--- src/rtl/exp_add_sched_if.sv ---
// Request/response bundle between FPU exponent units and the shared exponent adder.
interface exp_add_sched_if #(
   parameter int NREQ = 3,
   parameter int TAGW = 4
);
   logic [NREQ-1:0]      req_valid;
   logic [NREQ-1:0]      req_ready;
   logic [NREQ*13-1:0]   req_a;
   logic [NREQ*13-1:0]   req_b;
   logic [NREQ-1:0]      req_cin;
   logic [NREQ*TAGW-1:0] req_tag;
   logic [NREQ-1:0]      req_lock;
   logic [NREQ-1:0]      rsp_valid;
   logic [NREQ-1:0]      rsp_ready;
   logic [12:0]          rsp_sum;
   logic                 rsp_cout;
   logic [TAGW-1:0]      rsp_tag;

   modport master (
      output req_valid, req_a, req_b, req_cin, req_tag, req_lock, rsp_ready,
      input  req_ready, rsp_valid, rsp_sum, rsp_cout, rsp_tag
   );

   modport slave (
      input  req_valid, req_a, req_b, req_cin, req_tag, req_lock, rsp_ready,
      output req_ready, rsp_valid, rsp_sum, rsp_cout, rsp_tag
   );
endinterface

--- src/rtl/exp_add_sched.sv ---
// Round-robin scheduler for one shared 13-bit exponent adder, two-stage pipeline.
// Optional EXPADD_LOCK_EN lets a requester hold the adder across several ops.
module exp_add (
   input  logic [12:0] a,
   input  logic [12:0] b,
   input  logic        cin,
   output logic [12:0] sum,
   output logic        cout
);
   assign {cout, sum} = {1'b0, a} + {1'b0, b} + {13'b0, cin};
endmodule

module exp_add_sched #(
   parameter int NREQ = 3,
   parameter int TAGW = 4
) (
   input  logic clk,
   input  logic reset,
   input  logic flush,
   output logic busy,
   exp_add_sched_if.slave bus
);
   localparam int IW = $clog2(NREQ);

   logic [IW-1:0]   ptr;
   logic [IW-1:0]   gnt_idx;
   logic            gnt_found;
   logic [NREQ-1:0] elig;
   logic            accept;
   logic            s1_adv;
   logic            s2_adv;

   logic            s1_v;
   logic [IW-1:0]   s1_own;
   logic [12:0]     s1_a;
   logic [12:0]     s1_b;
   logic            s1_cin;
   logic [TAGW-1:0] s1_tag;

   logic            s2_v;
   logic [IW-1:0]   s2_own;
   logic [12:0]     s2_sum;
   logic            s2_cout;
   logic [TAGW-1:0] s2_tag;

   logic [12:0]     add_sum;
   logic            add_cout;

`ifdef EXPADD_LOCK_EN
   logic            lock_v;
   logic [IW-1:0]   lock_own;

   always_comb begin
      elig = bus.req_valid;
      if (lock_v) elig = bus.req_valid & (NREQ'(1) << lock_own);
   end

   always_ff @(posedge clk or posedge reset) begin
      if (reset) begin
         lock_v   <= 1'b0;
         lock_own <= '0;
      end else if (flush) begin
         lock_v   <= 1'b0;
      end else if (accept) begin
         lock_v   <= bus.req_lock[gnt_idx];
         lock_own <= gnt_idx;
      end
   end
`else
   logic unused_lock;
   assign unused_lock = ^bus.req_lock;
   assign elig = bus.req_valid;
`endif

   // first eligible requester after the last granted one, wrapping
   always_comb begin
      int j;
      j         = 0;
      gnt_found = 1'b0;
      gnt_idx   = '0;
      for (int k = 1; k <= NREQ; k++) begin
         j = int'(ptr) + k;
         if (j >= NREQ) j = j - NREQ;
         if (!gnt_found && elig[IW'(j)]) begin
            gnt_found = 1'b1;
            gnt_idx   = IW'(j);
         end
      end
   end

   assign s2_adv = !s2_v || bus.rsp_ready[s2_own];
   assign s1_adv = !s1_v || s2_adv;
   assign accept = gnt_found && s1_adv && !flush;

   assign bus.req_ready = accept ? (NREQ'(1) << gnt_idx) : '0;
   assign bus.rsp_valid = s2_v ? (NREQ'(1) << s2_own) : '0;
   assign bus.rsp_sum   = s2_sum;
   assign bus.rsp_cout  = s2_cout;
   assign bus.rsp_tag   = s2_tag;
   assign busy          = s1_v || s2_v;

   exp_add u_exp_add (
      .a    (s1_a),
      .b    (s1_b),
      .cin  (s1_cin),
      .sum  (add_sum),
      .cout (add_cout)
   );

   always_ff @(posedge clk or posedge reset) begin
      if (reset) begin
         ptr     <= IW'(NREQ - 1);
         s1_v    <= 1'b0;
         s1_own  <= '0;
         s1_a    <= '0;
         s1_b    <= '0;
         s1_cin  <= 1'b0;
         s1_tag  <= '0;
         s2_v    <= 1'b0;
         s2_own  <= '0;
         s2_sum  <= '0;
         s2_cout <= 1'b0;
         s2_tag  <= '0;
      end else begin
         if (accept) ptr <= gnt_idx;
         if (flush) begin
            s1_v <= 1'b0;
            s2_v <= 1'b0;
         end else begin
            if (s2_adv) begin
               s2_v <= s1_v;
               if (s1_v) begin
                  s2_own  <= s1_own;
                  s2_sum  <= add_sum;
                  s2_cout <= add_cout;
                  s2_tag  <= s1_tag;
               end
            end
            if (s1_adv) begin
               s1_v <= accept;
               if (accept) begin
                  s1_own <= gnt_idx;
                  s1_a   <= bus.req_a[13*gnt_idx +: 13];
                  s1_b   <= bus.req_b[13*gnt_idx +: 13];
                  s1_cin <= bus.req_cin[gnt_idx];
                  s1_tag <= bus.req_tag[TAGW*gnt_idx +: TAGW];
               end
            end
         end
      end
   end
endmodule

--- src/flat_wrapper.sv ---
// flat-port wrapper written by rule: the top's interface ports become plain ports
module exp_add_sched_flat 
#(
   parameter int NREQ = 3,
   parameter int TAGW = 4
)
  (clk, reset, flush, busy, bus_req_valid, bus_req_a, bus_req_b, bus_req_cin, bus_req_tag, bus_req_lock, bus_rsp_ready, bus_req_ready, bus_rsp_valid, bus_rsp_sum, bus_rsp_cout, bus_rsp_tag);
  exp_add_sched_if #(.NREQ(NREQ), .TAGW(TAGW)) bus_i ();
  input  logic clk;
  input  logic reset;
  input  logic flush;
  output logic busy;
  input wire logic [$bits(bus_i.req_valid)-1:0] bus_req_valid;
  input wire logic [$bits(bus_i.req_a)-1:0] bus_req_a;
  input wire logic [$bits(bus_i.req_b)-1:0] bus_req_b;
  input wire logic [$bits(bus_i.req_cin)-1:0] bus_req_cin;
  input wire logic [$bits(bus_i.req_tag)-1:0] bus_req_tag;
  input wire logic [$bits(bus_i.req_lock)-1:0] bus_req_lock;
  input wire logic [$bits(bus_i.rsp_ready)-1:0] bus_rsp_ready;
  output wire logic [$bits(bus_i.req_ready)-1:0] bus_req_ready;
  output wire logic [$bits(bus_i.rsp_valid)-1:0] bus_rsp_valid;
  output wire logic [$bits(bus_i.rsp_sum)-1:0] bus_rsp_sum;
  output wire logic [$bits(bus_i.rsp_cout)-1:0] bus_rsp_cout;
  output wire logic [$bits(bus_i.rsp_tag)-1:0] bus_rsp_tag;
  assign bus_i.req_valid = bus_req_valid;
  assign bus_i.req_a = bus_req_a;
  assign bus_i.req_b = bus_req_b;
  assign bus_i.req_cin = bus_req_cin;
  assign bus_i.req_tag = bus_req_tag;
  assign bus_i.req_lock = bus_req_lock;
  assign bus_i.rsp_ready = bus_rsp_ready;
  assign bus_req_ready = bus_i.req_ready;
  assign bus_rsp_valid = bus_i.rsp_valid;
  assign bus_rsp_sum = bus_i.rsp_sum;
  assign bus_rsp_cout = bus_i.rsp_cout;
  assign bus_rsp_tag = bus_i.rsp_tag;
  exp_add_sched #(.NREQ(NREQ), .TAGW(TAGW)) u_core (.clk(clk), .reset(reset), .flush(flush), .busy(busy), .bus(bus_i));
endmodule
--- config.mk ---
export PLATFORM = sky130hd
export DESIGN_NAME = exp_add_sched_flat
export DESIGN_NICKNAME = d
export VERILOG_FILES = /design/src/rtl/exp_add_sched_if.sv /design/src/rtl/exp_add_sched.sv /design/src/flat_wrapper.sv
export SDC_FILE = /design/constraint.sdc
export NUM_CORES = 1
export LEC_CHECK = 0
export CAP_MARGIN = 20
export CORE_ASPECT_RATIO = 1.25
export CORE_MARGIN = 10
export CORE_UTILIZATION = 40
export CTS_BUF_LIST = sky130_fd_sc_hd__clkbuf_16
export DETAILED_ROUTE_END_ITERATION = 10
export PLACE_DENSITY = 0.73
export SLEW_MARGIN = 20
export SYNTH_ARGS = -nofsm -noshare
export SYNTH_HDL_FRONTEND = slang
export SYNTH_SLANG_ARGS = --single-unit
--- constraint.sdc ---
create_clock -name clk -period 3.05 [get_ports clk]
set_input_delay 0.4575 -clock clk [delete_from_list [all_inputs] [get_ports clk]]
set_output_delay 0.4575 -clock clk [all_outputs]
set_load 0.02 [all_outputs]
==> impl_metrics.csv <==
group,metric,value,unit
timing,setup_viol,0,
clock_network,worst_skew_pair.late_latency,0.33,ns
route,num_vias,3264,
die,io_pins,130,
die,die_area,13000,sq um
timing,fin_setup_tns,0,ns
clock_network,postCtsHoldBufs,0,
die,die_h,125,microns
finish,syn2layout_area_growth,49.8,%
power,seq_power_share,0.229,
power,leakagePower,2.37,nW
critical_path,critPathRequiredTime,2.59,ns
timing,relSlewSlack,0.524,
clock_network,clkTransAtPathRegs,0.05,ns
logic_synthesis,ys.warnings.count,0,
logic_synthesis,synth_ff_type,"dfrtp_1",
logic_synthesis,synthArstFlopShare,1.00,
power,vdd_drop_max,0.000491,V
finish,n_antenna_cell,0,
logic_synthesis,synth_edf_count,0,
route,drt_iter0_markers,242,
die,die_w,104,microns
logic_synthesis,netlist_top_cells_count,"56 x dfrtp_1, 39 x inv_1, 37 x nand2_1",
clock_network,cts.htree.levels,3,
critical_path,crit_slowest_cell,"dfstp_2",
critical_path,worstPathArrival,2.46,ns
die,start_util,0.407,
timing,timing.fmax,342,MHz
route,post-route-drc-count,0,
route,drtPass1Iterations,6,
place,place.gp.congestion,0.821,
critical_path,cp-start-kind,"flip-flop",
critical_path,r2r-start,"u_core.ptr[1]",
route,drt-wirelength-per-cell,17.5,microns
status,outcome,"complete, no violations",
timing,drv_slew,0,
die,fp.coreArea,8650,sq um
critical_path,critical_path.max_stage_delay,0.54,ns
worst_hold_path,min_from,"u_core.bus.rsp_sum[10]",
logic_synthesis,synth.most_common_cell,"dfrtp_1",
power,comb_power_share,0.614,
finish,finish.net_count,614,
clock_network,cts_root_buf,"clkbuf_16",
logic_synthesis,syn_area,3520,sq um
logic_synthesis,netlist_instances,351,
worst_hold_path,min_path_type,"flip-flop to flip-flop",
route,drt-vias-per-instance,5.30,
place,place_ws,-0.135,ns
clock_network,cts_max_path_buffers,2,
timing,worstMarginPinSlew,0.713,ns
logic_synthesis,synth_cell_type_count,61,
place,port_buffers,126,
logic_synthesis,yosysTopAreaCellShare,0.398,
power,clkPwrFrac,0.157,
route,drt.antenna.violating_nets,0,
clock_network,cts_tree,"done",
global_routing,globalRoute.totalOverflow,0,
timing,period_share,0.958,
power,power.switching,2.56,mW
timing,timing_hold_violations_final,0,
critical_path,critPathKind,"flip-flop to primary output",
global_routing,antenna_found_initial,0,
timing,rsz0062_at_grt,"no",
critical_path,path_cells,"inv_1 > ha_1 > a21bo_4 > buf_4 > o32a_2 > and2_1 > dlygate4sd2_1",
global_routing,first_global_vias,3515,
global_routing,grt_pass1_wl,17600,microns
logic_synthesis,avgSynthCellArea,10.0,sq um
logic_synthesis,ys_seq_area_frac,0.405,
logic_synthesis,synthTopCellsByArea,"dfrtp_1 40%, mux2i_1 9.7%, a222oi_1 8.8%, ha_1 5.3%, inv_1 4.2%",
global_routing,track_usage,0.165,
timing,setup_slack,0.128,ns
critical_path,cp-startpoint,"u_core.ptr[1]",
route,routed_wl,10800,microns
power,internal-power,3.47,mW
logic_synthesis,synth-seq-cells,57,
place,dp_hpwl,8370,microns
flow_run,cap_viol_max_count,0,
logic_synthesis,synth_fp_nets,473,
critical_path,crit_path_end_kind,"primary output",
clock_network,clock_sinks,57,
timing,fin_skew,0.00666,ns
die,rows,38,
power,switching_share,0.424,
clock_network,cts_buffers,9,
finish,drive_gt1_frac,0.113,
power,p_per_area,1140,nW/um^2
timing,timing.final.crit_period,2.92,ns
clock_network,cts_setup_buffers,0,
logic_synthesis,synth_top_area_cell,"dfrtp_1",
finish,fin_util,0.610,
critical_path,cp_max_fo,3,
global_routing,grt_start_max_net_pins,58,
## cell type report
class | instances | area (sq um)
clock buffer | 9 | 225
clock inverter | 6 | 51.3
fill | 758 | 3370
inverter | 39 | 146
sequential | 57 | 1430
tap | 120 | 150
multi-input combinational | 238 | 1860
timing repair buffer | 147 | 1420
## logic make-up (layout without fill, tap and decap cells)
kind of cell               after synthesis  in the layout  share of synthesized area
AOI/OAI and AO/OA                       94             94                      0.215
and+or+nand+nor                         83             83                      0.118
DFF                                     57             57                      0.405
buffers and inverters                   56            201                     0.0742
muxes                                   37             37                      0.106
adders and majority gates               17             17                     0.0646
xor gates and xnor gates                 7              7                     0.0174
## worst paths after layout
| kind | slack (ns) | end | cells past startpoint |
|---|---|---|---|
| max in group asynchronous | 1.92 | u_core.s1_b[0] | 3 |
| worst max register to register | 0.38 | u_core.s1_b[1] | 8 |
| worst min register to register | 0.47 | u_core.bus.rsp_sum[10] | 2 |
| worst min-delay path | 0.47 | u_core.bus.rsp_sum[10] | 2 |
| min in group asynchronous | 0.65 | u_core.bus.rsp_sum[5] | 3 |
| worst max-delay path | 0.13 | bus_req_ready[0] | 7 |
## stage by stage
step           instance area, sq um  cells  power (mW)  hold slack [ns]
2_1_floorplan                  3520    351        3.92            0.432
3_3_place_gp                   4990    601        4.97            0.456
3_5_place_dp                   4990    601        5.08            0.461
4_1_cts                        5270    616        6.04            0.476
5_1_grt                        5280    616        6.49            0.499
6_report                       5280    616        6.03            0.471
## state kept, by name, summed over array words and instances (netlist names)
register	cells
u_core.s1_tag	4
u_core.s2_v	1
u_core.bus.rsp_cout	1
u_core.bus.rsp_sum	13
u_core.ptr	2
u_core.s2_own	2
u_core.s1_b	13
u_core.s1_cin	1
u_core.bus.rsp_tag	4
u_core.s1_v	1
u_core.s1_own	2
u_core.s1_a	13
## worst max-delay path: cells and delay by family (launching register included)
family / cells / cell delay, ns
buffers and inverters: 3 / 0.54
adder cells (fa/ha/maj): 1 / 0.29
AND/OR/NAND/NOR: 1 / 0.16
AO/OA/AOI/OAI: 2 / 0.62
flip-flops: 1 / 0.54
## cell usage in the layout (no fill, tap or decap), types with 3 or more instances in the layout
cell | synthesis | layout
mux2_2 | 3 | 3
nand2_1 | 37 | 37
or2_2 | 3 | 3
nand3_1 | 4 | 4
o21a_1 | 4 | 4
nor3_1 | 5 | 5
xnor2_1 | 5 | 5
ha_1 | 15 | 14
nor2_1 | 11 | 11
a222oi_1 | 31 | 31
nand2b_1 | 4 | 4
inv_1 | 39 | 39
a31oi_1 | 3 | 3
mux2i_1 | 34 | 34
a21o_1 | 5 | 5
o21ai_0 | 20 | 20
a21oi_1 | 9 | 9
buf_4 | 5 | 20
clkbuf_16 | 0 | 9
clkdlybuf4s50_1 | 0 | 123
dfrtp_1 | 56 | 56
## timing repair
action / CTS / global route
resized for setup: 6 / 7
pin swaps: 1 / 2
gates cloned: 0 / 0
endpoints found under the setup margin: 3 / 3
## metal layers
layer,wire length [microns],GRT usage,vias up
li1,-,-,1585
met1,4420,0.185,1557
met2,5580,0.294,108
met3,635,0.0457,14
met4,161,0.0509,0
met5,0,0,-
## power by group through the flow
stage                     Combinational [mW]  Sequential, mW  Clock [mW]
final                                   3.70            1.38       0.945
after global routing                    4.08            1.43       0.985
after CTS                               3.70            1.38       0.953
after detailed placement                3.69            1.39           0
after global placement                  3.60            1.37           0
after floorplan                         2.44            1.47           0
Power figures use the tool's default switching activity.
